--- config.mk ---
export PLATFORM = sky130hd
export DESIGN_NAME = mul_div_unit
export DESIGN_NICKNAME = d
export VERILOG_FILES = /design/src/rtl/mul_div_unit.sv
export SDC_FILE = /design/constraint.sdc
export NUM_CORES = 1
export LEC_CHECK = 0
export CAP_MARGIN = 10
export CORE_MARGIN = 1
export CORE_UTILIZATION = 40
export CTS_BUF_LIST = sky130_fd_sc_hd__clkbuf_4 sky130_fd_sc_hd__clkbuf_8
export DETAILED_ROUTE_END_ITERATION = 12
export PLACE_DENSITY = 0.63
export SYNTH_ARGS = -nofsm -noshare
export SYNTH_HDL_FRONTEND = slang
export SYNTH_SLANG_ARGS = --single-unit
export TNS_END_PERCENT = 20
--- constraint.sdc ---
create_clock -name clk -period 3.7 [get_ports clk]
set_input_delay 0.555 -clock clk [delete_from_list [all_inputs] [get_ports clk]]
set_output_delay 0.555 -clock clk [all_outputs]
set_load 0.05 [all_outputs]
--- src/rtl/mul_div_unit.sv ---
// rtl/mul_div_unit.sv - sequential 32-bit multiply/divide unit; divider datapath built only with MUL_DIV_UNIT_DIVIDER_EN
module mul_div_unit (
    input  logic        clk,
    input  logic        reset,
    input  logic        start,
    input  logic [2:0]  operation,
    input  logic [31:0] leftOperand,
    input  logic [31:0] rightOperand,
    output logic        busy,
    output logic        done,
    output logic [31:0] result,
    output logic        divisionByZero
);
    typedef enum logic [1:0] {IDLE, RUN, FINISH, DONE} state_t;

    localparam logic [2:0] OP_MUL = 3'd0;
    localparam logic [2:0] OP_DIV = 3'd2;
    localparam logic [2:0] OP_REM = 3'd4;

    state_t      state;
    logic [4:0]  count;
    logic        neg_q;
    logic [31:0] operand_q;
    logic [63:0] acc;

    logic        is_signed_in;
    logic        is_div_in;
    logic        reserved_in;
    logic        left_neg;
    logic        right_neg;
    logic        sign_in;
    logic [31:0] left_mag;
    logic [31:0] right_mag;
    logic        short_path;
    logic        dbz_in;
    logic [32:0] mul_sum;
    logic [31:0] final_sel;

    assign is_signed_in = (operation == OP_MUL) || (operation == OP_DIV) || (operation == OP_REM);
    assign is_div_in    = (operation >= 3'd2) && (operation <= 3'd5);
    assign reserved_in  = operation[2] & operation[1];
    assign left_neg     = is_signed_in & leftOperand[31];
    assign right_neg    = is_signed_in & rightOperand[31];
    assign left_mag     = left_neg  ? (~leftOperand  + 32'd1) : leftOperand;
    assign right_mag    = right_neg ? (~rightOperand + 32'd1) : rightOperand;
    assign sign_in      = (operation == OP_REM) ? left_neg : (left_neg ^ right_neg);

    // Shift-add: acc high word accumulates, low word holds the multiplier shifting out LSB first.
    assign mul_sum = {1'b0, acc[63:32]} + (acc[0] ? {1'b0, operand_q} : 33'd0);

`ifdef MUL_DIV_UNIT_DIVIDER_EN
    localparam logic [2:0] OP_REMU = 3'd5;

    logic [2:0]  op_q;
    logic [31:0] rem_q;
    logic [33:0] div_diff;
    logic        div_borrow;
    logic        is_mul_q;

    // Restoring step: trial-subtract divisor from {remainder, next dividend bit}.
    assign div_diff   = {1'b0, rem_q, acc[31]} - {2'b00, operand_q};
    assign div_borrow = div_diff[33];
    assign is_mul_q   = (op_q[2:1] == 2'b00);
    assign short_path = reserved_in | (is_div_in & (rightOperand == 32'd0));
    assign dbz_in     = is_div_in & (rightOperand == 32'd0);
    assign final_sel  = ((op_q == OP_REM) || (op_q == OP_REMU)) ? rem_q : acc[31:0];
`else
    assign short_path = reserved_in | is_div_in;
    assign dbz_in     = 1'b0;
    assign final_sel  = acc[31:0];
`endif

    always_ff @(posedge clk or negedge reset) begin
        if (!reset) begin
            state          <= IDLE;
            busy           <= 1'b0;
            done           <= 1'b0;
            result         <= 32'd0;
            divisionByZero <= 1'b0;
            count          <= 5'd0;
            neg_q          <= 1'b0;
            operand_q      <= 32'd0;
            acc            <= 64'd0;
`ifdef MUL_DIV_UNIT_DIVIDER_EN
            op_q           <= 3'd0;
            rem_q          <= 32'd0;
`endif
        end else begin
            case (state)
                IDLE: begin
                    if (start) begin
                        busy           <= 1'b1;
                        count          <= 5'd0;
                        result         <= 32'd0;
                        divisionByZero <= dbz_in;
                        neg_q          <= sign_in;
`ifdef MUL_DIV_UNIT_DIVIDER_EN
                        op_q           <= operation;
                        rem_q          <= 32'd0;
`endif
                        if (is_div_in) begin
                            operand_q <= right_mag;
                            acc       <= {32'd0, left_mag};
                        end else begin
                            operand_q <= left_mag;
                            acc       <= {32'd0, right_mag};
                        end
                        state <= short_path ? DONE : RUN;
                    end
                end
                RUN: begin
                    count <= count + 5'd1;
`ifdef MUL_DIV_UNIT_DIVIDER_EN
                    if (is_mul_q) begin
                        acc <= {mul_sum, acc[31:1]};
                    end else begin
                        rem_q      <= div_borrow ? {rem_q[30:0], acc[31]} : div_diff[31:0];
                        acc[31:0]  <= {acc[30:0], ~div_borrow};
                    end
`else
                    acc <= {mul_sum, acc[31:1]};
`endif
                    if (count == 5'd31) begin
                        state <= FINISH;
                    end
                end
                FINISH: begin
                    result <= neg_q ? (~final_sel + 32'd1) : final_sel;
                    busy   <= 1'b0;
                    done   <= 1'b1;
                    state  <= DONE;
                end
                DONE: begin
                    // Short path enters with done low and raises it here; normal path leaves.
                    if (done) begin
                        done  <= 1'b0;
                        state <= IDLE;
                    end else begin
                        done <= 1'b1;
                        busy <= 1'b0;
                    end
                end
                default: state <= IDLE;
            endcase
        end
    end
endmodule

==> key figures <==
Status
  – Status: finished clean

Setup path
  – Crit end category: flop
  – WP data required: 4.06 ns
  – CP arrival: 3.70 ns
  – Setup crit start kind: flop
  – Setup CP Type: flop to flop
  – CP Max Fanout: 34

Routing
  – Number of vias per cell: 5.84
  – Routed Antenna Nets: 0
  – Drt wl/cell: 19.1 µm
  – Via Count: 9546
  – Final WL: 31200 µm
  – # DRC: 0
  – Pre-antenna DRT Iters: 5
  – Drt first-iter violations: 849

Finish
  – Commonest non-fill, non-tap cell in the layout: nand2_1
  – Final non-filler cell total: 1634
  – Area grow syn2layout: 18.5%
  – Most frequent cells in the layout: nand2_1, o21ai_0, dfrtp_1
  – Final nets: 1410
  – ANT cells: 0
  – Layout cells sized above 1: 6.49%

Min path
  – Worst hold path type: input port to asynchronous set/reset pin

Floorplanning
  – IO Pins: 105
  – Die width: 160 µm
  – Die Ht: 160 µm
  – Total Die Area: 0.0255 mm²
  – Initial Util: 40.8%
  – Core ar.: 0.0244 mm²
  – FP Rows: 57

Synth
  – Synth Area in Compound Gates: 25.8%
  – Adder-cell area share of the yosys netlist: 5.48%
  – Ys async rst share: 100%
  – Unique masters post-synth: 71
  – Syn Inst Count: 1218
  – Main combinational cell family by area after synthesis: compound AO/OA/AOI/OAI gates
  – Synth warn: 0
  – Mapped cell area: 0.00995 mm²
  – Syn avg cell area: 8.17 µm²
  – Sequential share of the synthesized area: 34.7%
  – Syn nets: 1331
  – Mux contribution to synthesized area: 1.07%
  – Seq cells post-synth: 138
  – Post-synthesis xor/xnor area fraction: 9.85%
  – Main synth FF type: dfrtp_1
  – Simple logic cell fraction of the synthesized area: 19.3%
  – EDFF count, synth: 0

Clocking
  – Root Driver: clkbuf_8
  – Clock Sinks: 138
  – Worst-Skew Late Latency: 0.47 ns
  – CTS tree: built
  – H-tree levels: 4
  – Clock buffer depth: 2
  – Reg clk slew, reported paths: 0.10 ns
  – Post-CTS sizing: 0
  – Hold_buf cts: 0
  – Setup Fix Bufs, Post-CTS: 0
  – Total CTS buffers: 17

GRT
  – Largest net degree at the start of global routing: 88
  – Vias in the first global route: 8838
  – Tot GR Track Use: 25.0%
  – Initial antenna violation count: 0
  – First-pass GRT wire length: 49700 µm
  – Global route overflow: 0

Power and ir drop
  – Maximum VDD drop: 0.476 mV
  – LEAKAGE: 4.78 nW
  – PD cells: 739 mW/mm²

STA
  – Least-Margin Pin Slew: 0.964 ns
  – RSZ-0062 raised after global routing: false
  – Tcrit/Tclk final: 90.3%
  – Max Freq: 299 MHz
  – Final Hold Vio Count: 0
  – Fin crit period: 3.34 ns
  – Final worst slack: 0.360 ns
  – Max Transition Viols Final: 0
  – Setup TNS: 0 ns
  – Worst Clk Skew: 0.0202 ns
  – Final setup viols: 0
  – Slew HR: 35.3%

Placed design
  – PortBufs: 103
  – Worst slack, placed: 0.232 ns
  – GPL Wtd Cong: 0.958
  – DP Cell Count: 1602
  – Post-DP HPWL: 23700 µm

Flow run
  – Max cap viols: 0
==> path summary, 6_finish.rpt <==
check | start | to | slack [ns] | depth (start not counted)
worst min register to register | operand_q[11] | operand_q[11] | 0.48 | 2
max in group asynchronous | reset | operand_q[26] | 2.77 | 2
worst max-delay path | acc[0] | acc[61] | 0.36 | 11
min in group clk | operand_q[11] | operand_q[11] | 0.48 | 2
worst min-delay path | reset | result[26] | 0.13 | 1
worst max register to register | acc[0] | acc[61] | 0.36 | 11
==> through the flow <==
stage          hold WS, ns  total power, mW  utilization (%)  cell area, µm²
6_report             0.132             8.72             48.4           11800
5_1_grt              0.186             9.39             48.4           11800
4_1_cts              0.163             8.74             48.4           11800
3_5_place_dp         0.464             7.50             46.8           11400
3_3_place_gp         0.445             7.44             46.8           11400
2_1_floorplan        0.259             5.97                -            9950
==> where the power goes <==
| group | switching [mW] | total, mW | internal, mW |
|---|---|---|---|
| clock | 0.710 | 1.22 | 0.508 |
| sequential | 0.622 | 2.79 | 2.16 |
| combinational | 2.96 | 4.72 | 1.75 |
==> cell families after synthesis <==
kind of cell	count (synthesis)
compound gates	410
simple gates	405
flops	138
xor+xnor	112
buf+inv	99
fa+ha+maj	43
mux	10
other cells	1
==> cell type report <==
cell class	count	area, µm²
fill	2431	12600
tap	324	405
clock inverter	14	125
inverter	22	82.6
timing repair buffer	137	1310
clock buffer	18	248
multi-input combinational	981	6170
sequential	138	3450
==> per-layer routing <==
layer | track usage, % | part of all wire (%) | up-vias
met3 | 5.71 | 7.4 | 40
met4 | 6.73 | 2.0 | 0
met5 | 0 | 0 | -
met1 | 35.9 | 47 | 4580
met2 | 37.5 | 43 | 331
li1 | - | - | 4595
==> worst max-delay path, cell delays in order (launching register included) <==
cell	delay (ns)
dfrtp_1	0.34
buf_4	0.29
nand2_1	0.18
fa_1	0.46
nor2b_1	0.18
o2111ai_1	0.19
a21oi_1	0.28
o211ai_1	0.19
a2111oi_0	0.58
buf_4	0.21
o21ai_0	0.07
a32o_1	0.26
==> synth_stat cells (18+ instances only) <==
cell	n	area share (%)
dfrtp_1	138	35
a22oi_1	18	1.4
nor3_1	23	1.2
inv_1	21	0.79
o21ai_0	141	7.1
xor2_1	66	5.8
nand4_1	23	1.4
o31ai_1	21	1.6
nand2_1	161	6.1
a21oi_1	95	4.8
ha_1	42	5.3
nor2_1	88	3.3
and2_1	36	2.3
clkbuf_1	70	2.6
xnor2_1	46	4.0
==> state kept, by name, indices dropped and copies added, names as in the netlist <==
name       cells
neg_q          1
state          2
acc           64
operand_q     32
busy           1
done           1
result        32
count          5
No activity file was read; power rests on OpenSTA's default activity.
